[src/rtl/i2c_pkg.sv]
// i2c_pkg: shared definitions for the I2C transaction arbiter.
//   - field widths of a posted register transaction
//   - arbiter FSM state type
//   - response error encodings returned with resp_valid
//   - packed transaction record latched at grant time
package i2c_pkg;

  localparam int I2C_ADDR_W = 7;
  localparam int I2C_REG_W  = 8;
  localparam int I2C_DATA_W = 8;
  localparam int I2C_ERR_W  = 2;

  typedef enum logic [1:0] {
    ST_IDLE  = 2'd0,
    ST_ISSUE = 2'd1,
    ST_WAIT  = 2'd2,
    ST_RESP  = 2'd3
  } arb_state_e;

  typedef logic [I2C_ERR_W-1:0] i2c_err_t;

  localparam i2c_err_t I2C_OK      = 2'b00;
  localparam i2c_err_t I2C_NACK    = 2'b01;
  localparam i2c_err_t I2C_TIMEOUT = 2'b10;

  // One requester's transaction; rw = 1 means write.
  typedef struct packed {
    logic [I2C_ADDR_W-1:0] slave_addr;
    logic [I2C_REG_W-1:0]  reg_addr;
    logic [I2C_DATA_W-1:0] wdata;
    logic                  rw;
  } i2c_txn_t;

endpackage

[src/rtl/rr_arbiter.sv]
// rr_arbiter: combinational round-robin pick.
//   req      - request vector
//   last_gnt - index of the previous winner (held by the parent)
//   gnt      - one-hot grant, all zero when no request is pending
//   gnt_idx  - binary index of gnt (0 when nothing is granted)
// The search starts at last_gnt+1 and wraps, so the previous winner has the
// lowest priority on the next pick.
module rr_arbiter #(
  parameter int N     = 2,
  parameter int IDX_W = (N > 1) ? $clog2(N) : 1
) (
  input  logic [N-1:0]     req,
  input  logic [IDX_W-1:0] last_gnt,
  output logic [N-1:0]     gnt,
  output logic [IDX_W-1:0] gnt_idx
);

  logic found;

  always_comb begin
    gnt     = '0;
    gnt_idx = '0;
    found   = 1'b0;
    for (int off = 1; off <= N; off++) begin
      int cand;
      cand = int'(last_gnt) + off;
      if (cand >= N) cand = cand - N;
      if (!found && req[cand]) begin
        found      = 1'b1;
        gnt[cand]  = 1'b1;
        gnt_idx    = IDX_W'(cand);
      end
    end
  end

endmodule

[src/rtl/i2c_txn_arbiter.sv]
// i2c_txn_arbiter: shares one byte-level I2C master between NUM_REQ
// requesters, one register transaction at a time.
//   clk, reset_n        - clock, asynchronous active-low reset
//   req_*               - per-requester transaction posts (packed fields)
//   req_ready           - one-hot accept pulse
//   resp_valid/rdata/err- one-hot completion pulse with read data and status
//   mst_*               - command/abort towards the master, done/nack/rdata back
//   busy                - high whenever a transaction is in flight
// Every output comes straight from a flop; each pulse is visible while the
// FSM sits in the state that owns it (req_ready in ISSUE, mst_start in the
// first WAIT cycle, resp_valid in RESP).
module i2c_txn_arbiter
  import i2c_pkg::*;
#(
  parameter int NUM_REQ        = 2,
  parameter int TIMEOUT_CYCLES = 4096
) (
  input  logic                          clk,
  input  logic                          reset_n,
  input  logic [NUM_REQ-1:0]            req_valid,
  output logic [NUM_REQ-1:0]            req_ready,
  input  logic [NUM_REQ*I2C_ADDR_W-1:0] req_slave_addr,
  input  logic [NUM_REQ*I2C_REG_W-1:0]  req_reg_addr,
  input  logic [NUM_REQ*I2C_DATA_W-1:0] req_wdata,
  input  logic [NUM_REQ-1:0]            req_rw,
  output logic [NUM_REQ-1:0]            resp_valid,
  output logic [I2C_DATA_W-1:0]         resp_rdata,
  output logic [I2C_ERR_W-1:0]          resp_err,
  output logic                          mst_start,
  output logic [I2C_ADDR_W-1:0]         mst_slave_addr,
  output logic [I2C_REG_W-1:0]          mst_reg_addr,
  output logic [I2C_DATA_W-1:0]         mst_wdata,
  output logic                          mst_rw,
  output logic                          mst_abort,
  input  logic                          mst_done,
  input  logic                          mst_nack,
  input  logic [I2C_DATA_W-1:0]         mst_rdata,
  output logic                          busy
);

  localparam int IDX_W = (NUM_REQ > 1) ? $clog2(NUM_REQ) : 1;
  localparam int CNT_W = $clog2(TIMEOUT_CYCLES + 1);

  localparam logic [CNT_W-1:0] CNT_LIMIT    = CNT_W'(TIMEOUT_CYCLES);
  localparam logic [IDX_W-1:0] LAST_GNT_RST = IDX_W'(NUM_REQ - 1);

  // Unpack the per-requester fields into records
  i2c_txn_t req_txn [NUM_REQ];

  for (genvar gi = 0; gi < NUM_REQ; gi++) begin : g_unpack
    assign req_txn[gi].slave_addr = req_slave_addr[gi*I2C_ADDR_W +: I2C_ADDR_W];
    assign req_txn[gi].reg_addr   = req_reg_addr[gi*I2C_REG_W +: I2C_REG_W];
    assign req_txn[gi].wdata      = req_wdata[gi*I2C_DATA_W +: I2C_DATA_W];
    assign req_txn[gi].rw         = req_rw[gi];
  end

  // State and registered outputs
  arb_state_e                state_q, state_d;
  logic [IDX_W-1:0]          last_gnt_q, last_gnt_d;
  logic [IDX_W-1:0]          gnt_idx_q, gnt_idx_d;
  i2c_txn_t                  txn_q, txn_d;
  logic [CNT_W-1:0]          cnt_q, cnt_d;
  logic [NUM_REQ-1:0]        req_ready_q, req_ready_d;
  logic [NUM_REQ-1:0]        resp_valid_q, resp_valid_d;
  logic [I2C_DATA_W-1:0]     resp_rdata_q, resp_rdata_d;
  i2c_err_t                  resp_err_q, resp_err_d;
  logic                      mst_start_q, mst_start_d;
  logic                      mst_abort_q, mst_abort_d;
  logic                      busy_q, busy_d;

  logic [NUM_REQ-1:0]        arb_gnt;
  logic [IDX_W-1:0]          arb_idx;
  logic [NUM_REQ-1:0]        gnt_oh;
  logic [CNT_W-1:0]          cnt_inc;

  rr_arbiter #(
    .N     (NUM_REQ),
    .IDX_W (IDX_W)
  ) u_rr_arbiter (
    .req      (req_valid),
    .last_gnt (last_gnt_q),
    .gnt      (arb_gnt),
    .gnt_idx  (arb_idx)
  );

  // One-hot of the latched winner, used to steer resp_valid
  for (genvar gi = 0; gi < NUM_REQ; gi++) begin : g_gnt_oh
    assign gnt_oh[gi] = (gnt_idx_q == IDX_W'(gi));
  end

  // Saturating increment: the counter parks at the limit instead of wrapping
  assign cnt_inc = (cnt_q == CNT_LIMIT) ? cnt_q : cnt_q + CNT_W'(1);

  always_comb begin
    state_d      = state_q;
    last_gnt_d   = last_gnt_q;
    gnt_idx_d    = gnt_idx_q;
    txn_d        = txn_q;
    cnt_d        = cnt_q;
    resp_rdata_d = resp_rdata_q;
    resp_err_d   = resp_err_q;
    req_ready_d  = '0;
    resp_valid_d = '0;
    mst_start_d  = 1'b0;
    mst_abort_d  = 1'b0;

    case (state_q)
      ST_IDLE: begin
        if (|req_valid) begin
          req_ready_d = arb_gnt;
          gnt_idx_d   = arb_idx;
          last_gnt_d  = arb_idx;
          txn_d       = req_txn[arb_idx];
          state_d     = ST_ISSUE;
        end
      end

      ST_ISSUE: begin
        mst_start_d = 1'b1;
        cnt_d       = '0;
        state_d     = ST_WAIT;
      end

      ST_WAIT: begin
        cnt_d = cnt_inc;
        // cnt_q == limit means the abort pulse is already out: the
        // transaction is lost even if the master reports done now.
        if (mst_done && (cnt_q != CNT_LIMIT)) begin
          resp_rdata_d = txn_q.rw ? '0 : mst_rdata;
          resp_err_d   = mst_nack ? I2C_NACK : I2C_OK;
          resp_valid_d = gnt_oh;
          state_d      = ST_RESP;
        end else if (cnt_q == CNT_LIMIT) begin
          resp_rdata_d = '0;
          resp_err_d   = I2C_TIMEOUT;
          resp_valid_d = gnt_oh;
          state_d      = ST_RESP;
        end else if (cnt_inc == CNT_LIMIT) begin
          // Last cycle in which done could still arrive; without it the
          // abort goes out TIMEOUT_CYCLES cycles after mst_start.
          mst_abort_d = 1'b1;
        end
      end

      ST_RESP: begin
        state_d = ST_IDLE;
      end

      default: begin
        state_d = ST_IDLE;
      end
    endcase

    busy_d = (state_d != ST_IDLE);
  end

  always_ff @(posedge clk or negedge reset_n) begin
    if (!reset_n) begin
      state_q      <= ST_IDLE;
      last_gnt_q   <= LAST_GNT_RST;
      gnt_idx_q    <= '0;
      txn_q        <= '0;
      cnt_q        <= '0;
      req_ready_q  <= '0;
      resp_valid_q <= '0;
      resp_rdata_q <= '0;
      resp_err_q   <= I2C_OK;
      mst_start_q  <= 1'b0;
      mst_abort_q  <= 1'b0;
      busy_q       <= 1'b0;
    end else begin
      state_q      <= state_d;
      last_gnt_q   <= last_gnt_d;
      gnt_idx_q    <= gnt_idx_d;
      txn_q        <= txn_d;
      cnt_q        <= cnt_d;
      req_ready_q  <= req_ready_d;
      resp_valid_q <= resp_valid_d;
      resp_rdata_q <= resp_rdata_d;
      resp_err_q   <= resp_err_d;
      mst_start_q  <= mst_start_d;
      mst_abort_q  <= mst_abort_d;
      busy_q       <= busy_d;
    end
  end

  assign req_ready      = req_ready_q;
  assign resp_valid     = resp_valid_q;
  assign resp_rdata     = resp_rdata_q;
  assign resp_err       = resp_err_q;
  assign mst_start      = mst_start_q;
  assign mst_abort      = mst_abort_q;
  assign mst_slave_addr = txn_q.slave_addr;
  assign mst_reg_addr   = txn_q.reg_addr;
  assign mst_wdata      = txn_q.wdata;
  assign mst_rw         = txn_q.rw;
  assign busy           = busy_q;

endmodule

[config.mk]
export PLATFORM = sky130hd
export DESIGN_NAME = i2c_txn_arbiter
export DESIGN_NICKNAME = d
export VERILOG_FILES = /design/src/rtl/i2c_pkg.sv /design/src/rtl/rr_arbiter.sv /design/src/rtl/i2c_txn_arbiter.sv
export SDC_FILE = /design/constraint.sdc
export NUM_CORES = 1
export LEC_CHECK = 0
export ABC_CLOCK_PERIOD_IN_PS = 4750
export CELL_PAD_IN_SITES_DETAIL_PLACEMENT = 1
export CELL_PAD_IN_SITES_GLOBAL_PLACEMENT = 2
export CORE_ASPECT_RATIO = 1.1
export CORE_UTILIZATION = 29
export CTS_BUF_LIST = sky130_fd_sc_hd__clkbuf_16
export DETAILED_ROUTE_END_ITERATION = 6
export GPL_ROUTABILITY_DRIVEN = 0
export PLACE_DENSITY_LB_ADDON = 0.1
export SLEW_MARGIN = 20
export SYNTH_ARGS = -nofsm -noshare
export SYNTH_HDL_FRONTEND = slang
export SYNTH_SLANG_ARGS = --single-unit
[constraint.sdc]
create_clock -name clk -period 4.75 [get_ports clk]
set_clock_uncertainty 0.2 [all_clocks]
set_input_delay 0.475 -clock clk [delete_from_list [all_inputs] [get_ports clk]]
set_output_delay 0.475 -clock clk [all_outputs]
set_load 0.01 [all_outputs]
==> results of run 1 <==
## logic make-up after synthesis
group | after synthesis | synth area share
xor+xnor | 3 | 0.00922
buf+inv | 26 | 0.0470
simple gates | 77 | 0.143
fa+ha+maj | 5 | 0.0219
compound gates | 76 | 0.177
flops | 58 | 0.510
mux | 26 | 0.0922
## path summary, 6_finish.rpt
path	startpoint	endpoint	slack, ns	cells past startpoint
setup / recovery	cnt_q[0]	resp_rdata[3]	2.42	6
min in group clk	gnt_idx_q	resp_valid[0]	0.27	1
max in group asynchronous	reset_n	mst_reg_addr[0]	3.74	2
hold / removal	reset_n	mst_reg_addr[4]	0.11	2
setup reg to reg	cnt_q[0]	resp_rdata[3]	2.42	6
hold reg to reg	gnt_idx_q	resp_valid[0]	0.27	1
## worst max-delay path, cell delays in order, from the launching register on
cell	delay [ns]
dfrtp_1	0.44
inv_1	0.10
ha_1	0.14
nor4bb_1	0.35
and4_1	0.46
o21ai_2	0.22
a22o_1	0.30
## per-stage QoR
stage / power, uW / utilization
after global placement: 1710 / 0.417
after CTS: 2510 / 0.455
after global routing: 2640 / 0.457
final: 2470 / 0.457
after detailed placement: 1730 / 0.417
after floorplan: 1230 / -
## routing by layer
| metal | track usage | vias to the layer above |
|---|---|---|
| met5 | 0 | - |
| met4 | 0.0630 | 0 |
| met3 | 0.0322 | 9 |
| met2 | 0.274 | 77 |
| met1 | 0.226 | 1164 |
| li1 | - | 1179 |
## sequential cells by signal, summed over array words and instances, names as in the netlist
| register | flops |
|---|---|
| busy | 1 |
| cnt_q | 13 |
| gnt_idx_q | 1 |
| last_gnt_q | 1 |
| mst_abort | 1 |
| mst_reg_addr | 8 |
| mst_rw | 1 |
| mst_slave_addr | 7 |
| mst_start | 1 |
| mst_wdata | 8 |
| req_ready | 2 |
| resp_err | 2 |
| resp_rdata | 8 |
| resp_valid | 2 |
| state_q | 2 |
## area by class of cell
cell class / instances / share of cell area
tap: 117 / 0.0339
multi-input combinational: 187 / 0.296
sequential: 58 / 0.336
clock inverter: 7 / 0.0290
timing repair buffer: 105 / 0.245
inverter: 9 / 0.00782
clock buffer: 9 / 0.0521
## power by group through the flow
stage	sequential, uW	clock, uW	combinational (uW)
detailed placement	778	0	948
global route	792	800	1050
CTS	772	786	955
global placement	771	0	938
finish	768	763	941
floorplan	833	0	400
## layout by cell type (no fill, tap or decap), types with 3 or more instances in the layout
cell type	n
a21o_1	4
a21oi_1	7
a22o_1	11
bufinv_16	3
clkbuf_16	9
clkdlybuf4s50_1	101
clkinv_4	3
dfrtp_1	57
ha_1	5
inv_1	9
mux2i_1	24
nand2_1	34
nand3_1	5
nand4_1	4
nor2_1	6
nor3_1	5
o21ai_0	36
or3_1	3
==> impl_metrics.ini, run 1 <==
[drt]
dr.pass1.iters = 4
vias_per_cell = 4.94
wl_um = 8030
top_layer = met4
ant_nets = 0
vias = 2429
wl_per_cell_um = 16.3
drc = 0
drt_iter0_drc = 52
m1WireLength_um = 3780
route.met3.wl_um = 428
wl_met2_um = 3710

[clock_network]
clock_sinks = 58
clock_path_buffers = 2
path_clk_slew_ns = 0.06
htreeDepth = 3
cts_resized = 0
post_cts_buffers = 0
hold_buffers = 0
clock-root-buffer = clkbuf_16
cts_tree = done
cts_buffers = 9
clkLatencyLatePin_ns = 0.32

[place]
dpl.cell_count = 475
hpwl_um = 5580
dpl_worst_slack_ns = 2.05
placed_area_mm2 = 0.00394
io_buffer_count = 102

[finish]
multi_input_area_mm2 = 0.00128
drive_gt1_frac = 0.0960
layoutNonFillerInstCount = 492
final_area_mm2 = 0.00432
nNetsFinal = 437
register_area_mm2 = 0.00145
fill_cells = 1044
diodes = 0
syn_to_final_growth_pct = 51.6

[logic_synthesis]
syn-num-nets = 338
syn_inst = 271
yosysTopAreaCell = dfrtp_1
synthesis.area_mm2 = 0.00285
synth_ff_type = dfrtp_1
ys_seq_elements = 58
async_flop_share = 1.00
seq_area_frac_synth = 0.510
syn_area_per_cell_um2 = 10.5
synth_top_area_share = 0.500
yosysWarnings = 0
synth_commonest_cells = 57 x dfrtp_1, 36 x o21ai_0, 34 x nand2_1
synth.most_common_cell = dfrtp_1
synth.distinct_cells = 55
synth.area.top_cells = dfrtp_1 50%, mux2i_1 8.4%, o21ai_0 6.3%
synth_edf_count = 0

[power_and_ir_drop]
irDropWorstVdd_uv = 235
combPwrFrac = 0.381
internal_power_uw = 1660
clkPwrFrac = 0.308
p_seq_frac = 0.311
swShare = 0.327
leakagePower_uw = 0.00186
p_switching_uw = 808
p_per_area_mw_per_mm2 = 572

[sta]
rsz0062_at_grt = no
max_slew_margin = 0.492
finalCriticalPeriod_ns = 2.33
fin_hold_ws_ns = 0.109
fmax_mhz = 429
worstMarginPinSlew_ns = 0.761
fin_setup_tns_ns = 0
setup-violations-final = 0
slew_viol_final = 0
finalCritPeriodShare = 0.490
setup_ws_ns = 2.42
final-hold-violation-count = 0

[die]
core_mm2 = 0.00944
start_util = 0.302
die_w_um = 96.5
ios = 103
die_h_um = 106
rows = 37
die_area_mm2 = 0.0102

[grt]
grt_start_max_net_pins = 59
track_usage = 0.171
grt_antenna_before_repair = 0
first_global_vias = 2541
grt_overflow = 0
grt_pass1_wl_um = 13200

[worst_setup_path]
crit_path_start_kind = register
cp.arrival_ns = 2.34
path_class = reg -> reg
cp-end-kind = register
crit_fanout = 11
worst_ep_required_time_ns = 4.76

[status]
outcome = finished clean

[hold_path]
hp-class = in -> async

[job]
max-cap-violations = 0
Note: power is estimated with default switching activity, not from simulation.
==> run 2: changes to the inputs <==
ABC_CLOCK_PERIOD_IN_PS = 2210   (was 4750)
CORE_UTILIZATION = 27   (was 29)
clock period = 2.21 ns   (was 4.75 ns; I/O delays follow)
==> run 2 against run 1 <==
Effect of this change: sequential power rose by 120%; setup slack worse by 2.3 ns; core utilization decreased by 1.2 points; via count increased by 2.6%; non-clock buffer count increased by 15; clock power up 110%; critical path depth shrank 1; hold slack improved by 0.11 ns; combinational power up 130%; sequential cell count stayed put; design area rose by 3.9%; largest power group unchanged.
==> impl_metrics.ini, run 2 (synthesized netlist as in run 1, its figures left out) <==
[clock_network]
clock_path_buffers = 2
clock_sinks = 58
cts_buffers = 9
clkLatencyLatePin_ns = 0.33
htreeDepth = 3
cts_tree = done
path_clk_slew_ns = 0.06
clock-root-buffer = clkbuf_16

[sta]
rsz0062_at_grt = no
setup-violations-final = 0
max_slew_margin = 0.626
worstMarginPinSlew_ns = 0.560
fmax_mhz = 479
slew_viol_final = 0
finalCritPeriodShare = 0.944
finalCriticalPeriod_ns = 2.09
fin_setup_tns_ns = 0
final-hold-violation-count = 0

[worst_setup_path]
reg2reg_depth = 5
reg2reg_to = mst_abort
path_class = reg -> reg
crit_path_start_kind = register
cp_cell_sequence = ha_2 -> nand3_2 -> nor4_2 -> mux2_2 -> a2111oi_4
cp.arrival_ns = 2.11
cp-end-kind = register
crit_fanout = 8
cpLargestDelayFamily = simple AND/OR/NAND/NOR gates
worst_ep_required_time_ns = 2.23
r2r_slack_ns = 0.12
reg2reg_from = cnt_q[1]
path_buf_inv = 0
cp_slowest_cell = dfrtp_1
max_stage_delay_ns = 0.43

[finish]
nNetsFinal = 452
final_area_mm2 = 0.00449
fill_cells = 1126
most-common-layout-cells = 101 x clkdlybuf4s50_1, 57 x dfrtp_1, 36 x o21ai_0
final_common_cell = clkdlybuf4s50_1
syn_to_final_growth_pct = 57.6
drive_gt1_frac = 0.133
diodes = 0
largest_reg_flops = 13
regMostFlops = cnt_q

[place]
io_buffer_count = 102
hpwl_um = 6020
placed_area_mm2 = 0.00412

[power_and_ir_drop]
combPwrFrac = 0.395
irDropWorstVdd_uv = 469
p_per_area_mw_per_mm2 = 1210
clkPwrFrac = 0.300
internal_power_uw = 3680
leakagePower_uw = 0.00193
swShare = 0.324
p_seq_frac = 0.304
p_switching_uw = 1760

[drt]
wl_um = 8280
drt_iter0_drc = 73
vias = 2493
dr.pass1.iters = 4
wl_per_cell_um = 15.6
drc = 0
ant_nets = 0
vias_per_cell = 4.70

[die]
start_util = 0.283
die_area_mm2 = 0.0110
rows = 38
die_w_um = 100
ios = 103
die_h_um = 110
core_mm2 = 0.0101

[grt]
track_usage = 0.159
grt_antenna_before_repair = 0
first_global_vias = 2441
grt_overflow = 0
grt_pass1_wl_um = 13100
grt_start_max_net_pins = 37

[job]
max-cap-violations = 0

[hold_path]
hp-class = in -> async

[status]
outcome = finished clean
==> run 2: cell count changes in the layout (fill, tap and decap cells not counted) <==
cell and delta:
nor4_2 +1, nor4_1 -1, buf_12 +3, buf_16 -1
ha_2 +1, buf_4 +12, ha_1 -1, dlygate4sd3_1 +1
==> run 2: final cells by class <==
cell class | instances | area [um^2] | area share
sequential | 58 | 1450 | 0.323
clock inverter | 7 | 125 | 0.0279
timing repair buffer | 120 | 1190 | 0.265
tap | 140 | 175 | 0.0390
multi-input combinational | 187 | 1290 | 0.287
inverter | 9 | 33.8 | 0.00752
clock buffer | 9 | 225 | 0.0502
==> run 2: how the worst max path moves through the flow <==
stage,to,slack (ns),start,cells after the start
2_1_floorplan,resp_err[0],0.22,cnt_q[0],8
3_3_place_gp,mst_abort,0.11,cnt_q[0],5
3_5_place_dp,mst_abort,0.04,cnt_q[1],5
4_1_cts,mst_abort,0.02,cnt_q[1],5
5_1_grt,mst_abort,0.02,cnt_q[1],5
6_report,mst_abort,0.12,cnt_q[1],5
==> run 2: power by group through the flow <==
stage	Combinational, uW	Sequential, uW	Clock [uW]
after global routing	2390	1710	1730
after detailed placement	2190	1680	0
after global placement	2160	1660	0
after floorplan	861	1790	0
final	2150	1660	1630
after CTS	2210	1660	1690
==> run 2: metrics by stage <==
stage / hold WS, ns / utilization / worst slack, ns / instances / power, uW
detailed placement: 0.0407 / 0.409 / 0.0366 / 513 / 3870
global placement: 0.0397 / 0.409 / 0.109 / 513 / 3820
floorplan: -0.275 / - / 0.219 / 271 / 2650
CTS: 0.230 / 0.445 / 0.0179 / 530 / 5550
global route: 0.258 / 0.446 / 0.0163 / 530 / 5830
finish: 0.214 / 0.446 / 0.124 / 530 / 5440
==> run 2: repair_timing <==
action / in CTS / in global routing
hold buffers: 1 / 0
endpoints found under the hold margin: 17 / 0
resized for setup: 0 / 2
setup buffers: 0 / 0
endpoints found under the setup margin: 0 / 2
==> run 2: routing by layer <==
layer  vias to the layer above  GRT usage  share of wire
met4                         0     0.0536          0.012
li1                       1211          -              -
met3                         8     0.0331          0.045
met5                         -          0              0
met1                      1202      0.207           0.47
met2                        72      0.261           0.47
==> run 3: changes to the inputs <==
CORE_MARGIN = 1   (was not set)
==> results of run 3 <==
No change in the layout: final DEF, timing and power equal those of run 2.
